**src/rtl/spi_pkg.sv**
```systemverilog
// Shared definitions for the SPI frame receiver: command codes, status-byte layout,
// the draw-queue entry format and the frame FSM states.
package spi_pkg;

    localparam logic [7:0] CMD_DRAW   = 8'h01;
    localparam logic [7:0] CMD_UPLOAD = 8'h02;
    localparam logic [7:0] CMD_CLEAR  = 8'h03;
    localparam logic [7:0] CMD_STATUS = 8'h04;

    localparam int STAT_OVF_BIT   = 7;
    localparam int STAT_FULL_BIT  = 6;
    localparam int STAT_EMPTY_BIT = 5;
    localparam int STAT_LVL_W     = 5;

    typedef struct packed {
        logic [7:0]  id;
        logic [15:0] x;
        logic [15:0] y;
        logic [7:0]  scale;
    } draw_entry_t;

    typedef enum logic [2:0] {
        ST_IDLE,
        ST_CMD,
        ST_DRAW,
        ST_UP_SEL,
        ST_UP_ADDR_H,
        ST_UP_ADDR_L,
        ST_UP_DATA,
        ST_DISCARD
    } state_t;

    // Level field saturates so a full 32-deep queue still fits in five bits.
    function automatic logic [7:0] status_byte(input logic ovf, input logic full,
                                               input logic empty, input int unsigned level);
        logic [7:0] s;
        s = '0;
        s[STAT_OVF_BIT]          = ovf;
        s[STAT_FULL_BIT]         = full;
        s[STAT_EMPTY_BIT]        = empty;
        s[STAT_LVL_W-1:0]        = (level > 31) ? 5'd31 : level[STAT_LVL_W-1:0];
        return s;
    endfunction

endpackage

```
**src/rtl/draw_fifo.sv**
```systemverilog
// Draw-entry queue, first-word-fall-through; head is zero while empty.
// Latency: push/pop act at the clock edge, head/level visible the following cycle.
// Backpressure: none upstream; a push into a full queue without a pop is dropped and sets sticky overflow.
module draw_fifo
    import spi_pkg::*;
#(
    parameter int  DEPTH = 32,
    parameter type T     = draw_entry_t
) (
    input  logic                     i_core_clk,
    input  logic                     i_arst_n,
    input  logic                     i_push,
    input  T                         i_push_dat,
    input  logic                     i_pop,
    input  logic                     i_clr,
    output T                         o_head_dat,
    output logic                     o_empty,
    output logic                     o_full,
    output logic [$clog2(DEPTH):0]   o_level,
    output logic                     o_overflow
);

    localparam int AW = $clog2(DEPTH);

    T               r_mem [DEPTH];
    logic [AW-1:0]  r_wr_ptr;
    logic [AW-1:0]  r_rd_ptr;
    logic [AW:0]    r_level;
    logic           r_ovf;

    logic w_full;
    logic w_empty;
    logic w_do_pop;
    logic w_do_push;

    assign w_full    = (r_level == (AW+1)'(DEPTH));
    assign w_empty   = (r_level == '0);
    assign w_do_pop  = i_pop & ~w_empty;
    // A pop in the same cycle frees the slot the push needs.
    assign w_do_push = i_push & (~w_full | w_do_pop);

    always_ff @(posedge i_core_clk or negedge i_arst_n) begin
        if (!i_arst_n) begin
            r_wr_ptr <= '0;
            r_rd_ptr <= '0;
            r_level  <= '0;
            r_ovf    <= 1'b0;
        end else if (i_clr) begin
            r_wr_ptr <= '0;
            r_rd_ptr <= '0;
            r_level  <= '0;
            r_ovf    <= 1'b0;
        end else begin
            if (w_do_push) r_wr_ptr <= r_wr_ptr + AW'(1);
            if (w_do_pop)  r_rd_ptr <= r_rd_ptr + AW'(1);
            r_level <= r_level + (AW+1)'(w_do_push) - (AW+1)'(w_do_pop);
            if (i_push && !w_do_push) r_ovf <= 1'b1;
        end
    end

    always_ff @(posedge i_core_clk) begin
        if (w_do_push && !i_clr) r_mem[r_wr_ptr] <= i_push_dat;
    end

    assign o_head_dat = w_empty ? '0 : r_mem[r_rd_ptr];
    assign o_empty    = w_empty;
    assign o_full     = w_full;
    assign o_level    = r_level;
    assign o_overflow = r_ovf;

endmodule

```
**src/rtl/spi_frame_receiver.sv**
```systemverilog
// SPI mode-0 slave oversampled in the system clock; decodes draw/upload/clear frames, returns status on MISO.
// Latency: byte strobe SYNC_STAGES+1 cycles after the 8th sck rise; writes/pushes one cycle after that.
// Backpressure: none toward the SPI master; draw pushes into a full queue are dropped and flagged.
module spi_frame_receiver
    import spi_pkg::*;
#(
    parameter int SPRITE_NUM    = 16,
    parameter int SPRITE_ADDR_W = 12,
    parameter int QUEUE_DEPTH   = 32,
    parameter int SYNC_STAGES   = 2
) (
    input  logic                            clock,
    input  logic                            reset_n,
    input  logic                            spi_sck,
    input  logic                            spi_mosi,
    input  logic                            spi_cs_n,
    output logic                            spi_miso,
    output logic [$clog2(SPRITE_NUM)-1:0]   sprite_w_select,
    output logic                            sprite_w_en,
    output logic [SPRITE_ADDR_W-1:0]        sprite_w_addr,
    output logic [7:0]                      sprite_w_data,
    input  logic                            dequeue,
    output logic                            is_empty,
    output logic [7:0]                      sprite_id,
    output logic [15:0]                     sprite_x,
    output logic [15:0]                     sprite_y,
    output logic [7:0]                      sprite_scale,
    output logic [$clog2(QUEUE_DEPTH):0]    queue_level,
    output logic                            overflow
);

    localparam int SEL_W = $clog2(SPRITE_NUM);
    localparam int LVL_W = $clog2(QUEUE_DEPTH) + 1;

    logic [SYNC_STAGES-1:0] r_sck_sync;
    logic [SYNC_STAGES-1:0] r_mosi_sync;
    logic [SYNC_STAGES-1:0] r_cs_sync;
    logic                   r_sck_prev;
    logic                   r_cs_prev;

    logic [7:0]  r_shift;
    logic [2:0]  r_bit_cnt;
    logic        r_byte_vld;
    logic [7:0]  r_miso_sr;
    logic        r_miso_act;

    state_t                 r_state;
    logic [2:0]             r_grp;
    draw_entry_t            r_entry;
    logic [SEL_W-1:0]       r_sel;
    logic [7:0]             r_addr_hi;
    logic [SPRITE_ADDR_W-1:0] r_ptr;
    logic [SPRITE_ADDR_W-1:0] r_waddr;
    logic [7:0]             r_wdata;
    logic                   r_wen;
    logic                   r_push;
    logic                   r_clr;

    state_t                 w_state_nxt;
    logic [2:0]             w_grp_nxt;
    draw_entry_t            w_entry_nxt;
    logic [SEL_W-1:0]       w_sel_nxt;
    logic [7:0]             w_addr_hi_nxt;
    logic [SPRITE_ADDR_W-1:0] w_ptr_nxt;
    logic [SPRITE_ADDR_W-1:0] w_waddr_nxt;
    logic [7:0]             w_wdata_nxt;
    logic                   w_wen_nxt;
    logic                   w_push_nxt;
    logic                   w_clr_nxt;

    logic        w_sck;
    logic        w_mosi;
    logic        w_cs;
    logic        w_sck_rise;
    logic        w_sck_fall;
    logic        w_frame_start;
    logic        w_byte_done;
    draw_entry_t w_head;
    logic        w_empty;
    logic        w_full;
    logic        w_overflow;
    logic [LVL_W-1:0] w_level;

    always_ff @(posedge clock or negedge reset_n) begin
        if (!reset_n) begin
            r_sck_sync  <= '0;
            r_mosi_sync <= '0;
            r_cs_sync   <= '1;
            r_sck_prev  <= 1'b0;
            r_cs_prev   <= 1'b1;
        end else begin
            r_sck_sync  <= SYNC_STAGES'({r_sck_sync, spi_sck});
            r_mosi_sync <= SYNC_STAGES'({r_mosi_sync, spi_mosi});
            r_cs_sync   <= SYNC_STAGES'({r_cs_sync, spi_cs_n});
            r_sck_prev  <= w_sck;
            r_cs_prev   <= w_cs;
        end
    end

    assign w_sck         = r_sck_sync[SYNC_STAGES-1];
    assign w_mosi        = r_mosi_sync[SYNC_STAGES-1];
    assign w_cs          = r_cs_sync[SYNC_STAGES-1];
    assign w_sck_rise    = w_sck & ~r_sck_prev & ~w_cs;
    assign w_sck_fall    = ~w_sck & r_sck_prev;
    assign w_frame_start = r_cs_prev & ~w_cs;
    assign w_byte_done   = w_sck_rise & (r_bit_cnt == 3'd7);

    // Deasserted chip select throws away any partially shifted byte.
    always_ff @(posedge clock or negedge reset_n) begin
        if (!reset_n) begin
            r_shift    <= '0;
            r_bit_cnt  <= '0;
            r_byte_vld <= 1'b0;
        end else if (w_cs) begin
            r_bit_cnt  <= '0;
            r_byte_vld <= 1'b0;
        end else begin
            r_byte_vld <= w_byte_done;
            if (w_sck_rise) begin
                r_shift   <= {r_shift[6:0], w_mosi};
                r_bit_cnt <= r_bit_cnt + 3'd1;
            end
        end
    end

    always_ff @(posedge clock or negedge reset_n) begin
        if (!reset_n) begin
            r_miso_sr  <= '0;
            r_miso_act <= 1'b0;
        end else if (w_cs) begin
            r_miso_sr  <= '0;
            r_miso_act <= 1'b0;
        end else if (w_frame_start) begin
            r_miso_sr  <= status_byte(w_overflow, w_full, w_empty, 32'(w_level));
            r_miso_act <= 1'b1;
        end else begin
            if (w_byte_done) r_miso_act <= 1'b0;
            if (w_sck_fall)  r_miso_sr  <= {r_miso_sr[6:0], 1'b0};
        end
    end

    assign spi_miso = r_miso_act & r_miso_sr[7];

    always_ff @(posedge clock or negedge reset_n) begin
        if (!reset_n) begin
            r_state   <= ST_IDLE;
            r_grp     <= '0;
            r_entry   <= '0;
            r_sel     <= '0;
            r_addr_hi <= '0;
            r_ptr     <= '0;
            r_waddr   <= '0;
            r_wdata   <= '0;
            r_wen     <= 1'b0;
            r_push    <= 1'b0;
            r_clr     <= 1'b0;
        end else begin
            r_state   <= w_state_nxt;
            r_grp     <= w_grp_nxt;
            r_entry   <= w_entry_nxt;
            r_sel     <= w_sel_nxt;
            r_addr_hi <= w_addr_hi_nxt;
            r_ptr     <= w_ptr_nxt;
            r_waddr   <= w_waddr_nxt;
            r_wdata   <= w_wdata_nxt;
            r_wen     <= w_wen_nxt;
            r_push    <= w_push_nxt;
            r_clr     <= w_clr_nxt;
        end
    end

    always_comb begin
        w_state_nxt   = r_state;
        w_grp_nxt     = r_grp;
        w_entry_nxt   = r_entry;
        w_sel_nxt     = r_sel;
        w_addr_hi_nxt = r_addr_hi;
        w_ptr_nxt     = r_ptr;
        w_waddr_nxt   = r_waddr;
        w_wdata_nxt   = r_wdata;
        w_wen_nxt     = 1'b0;
        w_push_nxt    = 1'b0;
        w_clr_nxt     = 1'b0;
        if (w_cs) begin
            w_state_nxt = ST_IDLE;
            w_grp_nxt   = '0;
        end else if (r_state == ST_IDLE) begin
            w_state_nxt = ST_CMD;
        end else if (r_byte_vld) begin
            case (r_state)
                ST_CMD: begin
                    case (r_shift)
                        CMD_DRAW: begin
                            w_state_nxt = ST_DRAW;
                            w_grp_nxt   = '0;
                        end
                        CMD_UPLOAD: w_state_nxt = ST_UP_SEL;
                        CMD_CLEAR: begin
                            w_clr_nxt   = 1'b1;
                            w_state_nxt = ST_DISCARD;
                        end
                        CMD_STATUS: w_state_nxt = ST_DISCARD;
                        default:    w_state_nxt = ST_DISCARD;
                    endcase
                end
                ST_DRAW: begin
                    // The sixth byte completes the entry; r_entry then holds it during the push cycle.
                    case (r_grp)
                        3'd0:    w_entry_nxt.id       = r_shift;
                        3'd1:    w_entry_nxt.x[15:8]  = r_shift;
                        3'd2:    w_entry_nxt.x[7:0]   = r_shift;
                        3'd3:    w_entry_nxt.y[15:8]  = r_shift;
                        3'd4:    w_entry_nxt.y[7:0]   = r_shift;
                        default: begin
                            w_entry_nxt.scale = r_shift;
                            w_push_nxt        = 1'b1;
                        end
                    endcase
                    w_grp_nxt = (r_grp == 3'd5) ? 3'd0 : r_grp + 3'd1;
                end
                ST_UP_SEL: begin
                    w_sel_nxt   = r_shift[SEL_W-1:0];
                    w_state_nxt = ST_UP_ADDR_H;
                end
                ST_UP_ADDR_H: begin
                    w_addr_hi_nxt = r_shift;
                    w_state_nxt   = ST_UP_ADDR_L;
                end
                ST_UP_ADDR_L: begin
                    w_ptr_nxt   = SPRITE_ADDR_W'({r_addr_hi, r_shift});
                    w_state_nxt = ST_UP_DATA;
                end
                ST_UP_DATA: begin
                    w_wen_nxt   = 1'b1;
                    w_waddr_nxt = r_ptr;
                    w_wdata_nxt = r_shift;
                    w_ptr_nxt   = r_ptr + SPRITE_ADDR_W'(1);
                end
                default: ;
            endcase
        end
    end

    draw_fifo #(
        .DEPTH (QUEUE_DEPTH),
        .T     (draw_entry_t)
    ) u_draw_fifo (
        .i_core_clk (clock),
        .i_arst_n   (reset_n),
        .i_push     (r_push),
        .i_push_dat (r_entry),
        .i_pop      (dequeue),
        .i_clr      (r_clr),
        .o_head_dat (w_head),
        .o_empty    (w_empty),
        .o_full     (w_full),
        .o_level    (w_level),
        .o_overflow (w_overflow)
    );

    assign sprite_w_select = r_sel;
    assign sprite_w_en     = r_wen;
    assign sprite_w_addr   = r_waddr;
    assign sprite_w_data   = r_wdata;
    assign is_empty        = w_empty;
    assign sprite_id       = w_head.id;
    assign sprite_x        = w_head.x;
    assign sprite_y        = w_head.y;
    assign sprite_scale    = w_head.scale;
    assign queue_level     = w_level;
    assign overflow        = w_overflow;

endmodule

```
**config.mk**
```make
export PLATFORM = sky130hd
export DESIGN_NAME = spi_frame_receiver
export DESIGN_NICKNAME = d
export VERILOG_FILES = /design/src/rtl/spi_pkg.sv /design/src/rtl/draw_fifo.sv /design/src/rtl/spi_frame_receiver.sv
export SDC_FILE = /design/constraint.sdc
export NUM_CORES = 2
export LEC_CHECK = 0
export CORE_MARGIN = 1.5
export CORE_UTILIZATION = 40
export CTS_CLUSTER_DIAMETER = 120
export DETAILED_ROUTE_END_ITERATION = 7
export REMOVE_ABC_BUFFERS = 1
export SYNTH_ARGS = -nofsm -noshare
export SYNTH_HDL_FRONTEND = slang
export SYNTH_SLANG_ARGS = --single-unit
```
**constraint.sdc**
```tcl
create_clock -name clock -period 4.55 [get_ports clock]
set_input_delay 0.6825 -clock clock [delete_from_list [all_inputs] [get_ports clock]]
set_output_delay 0.6825 -clock clock [all_outputs]
set_load 0.01 [all_outputs]
```
==> flow_summary.ini <==
[final_layout]
area_delta_synth_final_pct = 16.7
drive_above_1_share_pct = 24.7
fin_util_pct = 46.9
seqCellArea_um2 = 49700
final_nets = 3353
fin_area_um2 = 75200
n_antenna_cell = 0
multi_input_area_um2 = 14200
fillers = 13158
instances_no_fill = 5626

[synth]
ys_seq_area_share_pct = 77.2
synth_most_common_cell = edfxtp_1
synth_cell_types = 61
synth.avg_cell_area_um2 = 20.9
synth_edf_count = 1536
synthCells = 3078
synth-async-reset-ratio_pct = 8.52
ys_ff_latch = 1679
synthTopCellsByCount = edfxtp_1, mux4_2, mux2i_1
yosys.area.top_type = edfxtp_1
synthDominantCellAreaShare_pct = 71.6
synth-warning-count = 0
syn_area_um2 = 64400
yosys-top-cells-area = edfxtp_1, mux4_2, dfrtp_1
synth_flop_cell = edfxtp_1

[route]
vias = 32571
drc = 0
firstDrtPassIters = 5
drtIter0Drc = 3625
ant_nets = 0
routed_wirelength_mm = 169
vias_per_cell = 5.79
avgRoutedWirePerCell_um = 30.1

[sta]
skew_ns = 0.0223
finalCritPeriodShare_pct = 96.9
slew_headroom_pct = 11.7
finalMaxSlewViolations = 0
fin_crit_ns = 4.41
rsz0062_at_grt = yes
finalHoldViolations = 0
clock.fmax_mhz = 227
setup_viol = 0
worstMarginPinSlew_ns = 1.32

[cts]
cts_buffers = 172
cts_sinks = 1679
cts_root_buf = clkbuf_16
htree_levels = 4
cts_tree = built
path_clk_slew_ns = 0.06
clock_latency_ns = 0.79
cts_buffer_depth = 3

[critical_path]
start_kind = flop
cp-startpoint = u_draw_fifo.r_rd_ptr[1]$_DFFE_PN0P_
crit_fanout = 15
cp-end-kind = primary output
critPathArrivalTime_ns = 3.73
cp_data_required_time_ns = 3.87
rr_worst_depth = 7
rrSetupSlack_ns = 1.45
rr_endpoint = u_draw_fifo.r_mem[29][15]$_DFFE_PP_
worstSetupPathType = flop to primary output
crit-reg2reg-launch = u_draw_fifo.o_level[5]$_DFF_PN0_
crit_path_end = sprite_id[0]

[power_and_ir_drop]
vdd_drop_max_mv = 0.320
total_power_uw = 38900
powerDensity_nw_per_um2 = 517
p_leak_uw = 0.0283

[die]
start_util_pct = 40.2
core.rowCount = 147
die-width_um = 404
io_pins = 88
dieArea_um2 = 163000
core_area_um2 = 160000
die_h_um = 404

[place]
dpl_cell_area_um2 = 69200
port_buffers = 87
place.gp.congestion = 0.723
place_inst = 5292
hpwl_mm = 83.8

[global_routing]
antenna_found_initial = 6
grt-ovfl-total = 0
grt_pass1_vias = 33272
grt_max_degree = 78
grt_pass1_wl_mm = 242
gr-usage-all-layers_pct = 20.9

[min_path]
min_path_type = input pin to flop

[run_status]
outcome = finished clean

[job]
cap_viol_max_count = 0
[metal layers]
layer / share of wire (%) / global-route usage (%) / up-vias
li1: - / - / 13431
met1: 43 / 29.9 / 17558
met2: 47 / 32.5 / 1367
met3: 8.2 / 4.86 / 215
met4: 1.7 / 4.82 / 0
met5: 0 / 0 / -
[critical path, cell delays in order (launching register included)]
cell and delay (ns):
dfrtp_4 0.63, nor2b_4 0.38, buf_4 0.34, a22o_1 0.21
a2111oi_2 0.06, buf_4 0.21, a211oi_1 0.44, clkdlybuf4s50_1 0.66
[sequential cells by signal (all words and copies together), names as in the netlist, 2 cells and up]
| register | count |
|---|---|
| r_addr_hi | 4 |
| r_bit_cnt | 3 |
| r_cs_sync | 2 |
| r_entry | 48 |
| r_grp | 3 |
| r_miso_sr | 8 |
| r_mosi_sync | 2 |
| r_ptr | 12 |
| r_sck_sync | 2 |
| r_shift | 8 |
| r_state | 3 |
| sprite_w_addr | 12 |
| sprite_w_data | 8 |
| sprite_w_select | 4 |
| u_draw_fifo.o_level | 6 |
| u_draw_fifo.r_mem | 1536 |
| u_draw_fifo.r_rd_ptr | 5 |
| u_draw_fifo.r_wr_ptr | 5 |
[power by group]
| group | leakage, uW | internal [uW] | switching, uW |
|---|---|---|---|
| clock network | 0.00267 | 7980 | 5790 |
| logic | 0.00603 | 3250 | 4650 |
| registers | 0.0196 | 16700 | 481 |
[logic make-up after synthesis]
group / synth area share [%]
flip-flops: 77.2
AND/OR/NAND/NOR: 1.41
multiplexers: 14.7
buffers and inverters: 1.52
XOR/XNOR: 0.163
adder cells (fa/ha/maj): 0.420
AO/OA/AOI/OAI: 4.66
[through the flow]
stage               setup slack (ns)  TNS, ns  hold slack [ns]
detailed placement             0.484        0            0.339
floorplan                     -14.81  -775.61            0.331
global route                 -0.0168  -0.0418            0.289
global placement               0.435        0            0.335
CTS                          -0.0562   -0.210            0.251
finish                         0.140        0            0.304
[final cells by class]
class,count,area share (%)
tap,2160,3.59
sequential,1679,66.1
clock inverter,79,1.02
inverter,23,0.116
multi-input combinational,1189,18.9
timing repair buffer,261,3.97
clock buffer,235,6.27
[cell usage in the layout (no fill, tap or decap), types with 46 or more instances in the layout]
master and n:
edfxtp_1 1536, clkbuf_1 50, dfrtp_1 136, o22ai_1 53, mux4_2 289, clkbuf_16 176
a211oi_1 46, o221ai_1 47, buf_4 109, mux2i_1 200, a21oi_1 66, buf_12 46
mux2_2 83, a22o_1 49, a22oi_1 48, clkdlybuf4s50_1 83
[worst min path at each step]
stage	start	cells after the start	slack, ns	endpoint
after floorplan	r_mosi_sync[0]$_DFF_PN0_	0	0.33	r_mosi_sync[1]$_DFF_PN0_
after global placement	r_mosi_sync[0]$_DFF_PN0_	0	0.34	r_mosi_sync[1]$_DFF_PN0_
after detailed placement	r_mosi_sync[0]$_DFF_PN0_	0	0.34	r_mosi_sync[1]$_DFF_PN0_
after CTS	spi_cs_n	1	0.25	r_cs_sync[0]$_DFF_PN1_
after global routing	spi_cs_n	1	0.29	r_cs_sync[0]$_DFF_PN1_
final	spi_cs_n	1	0.30	r_cs_sync[0]$_DFF_PN1_
[timing repair]
item / 4_1_cts / 5_1_grt
gates resized for setup: 58 / 30
setup buffers: 7 / 10
hold endpoints to repair: 71 / 0
setup endpoints to repair: 41 / 36
cloned: 2 / 0
hold buffers: 1 / 0
pin swaps: 0 / 0
Note: power is estimated with default switching activity, not from simulation.
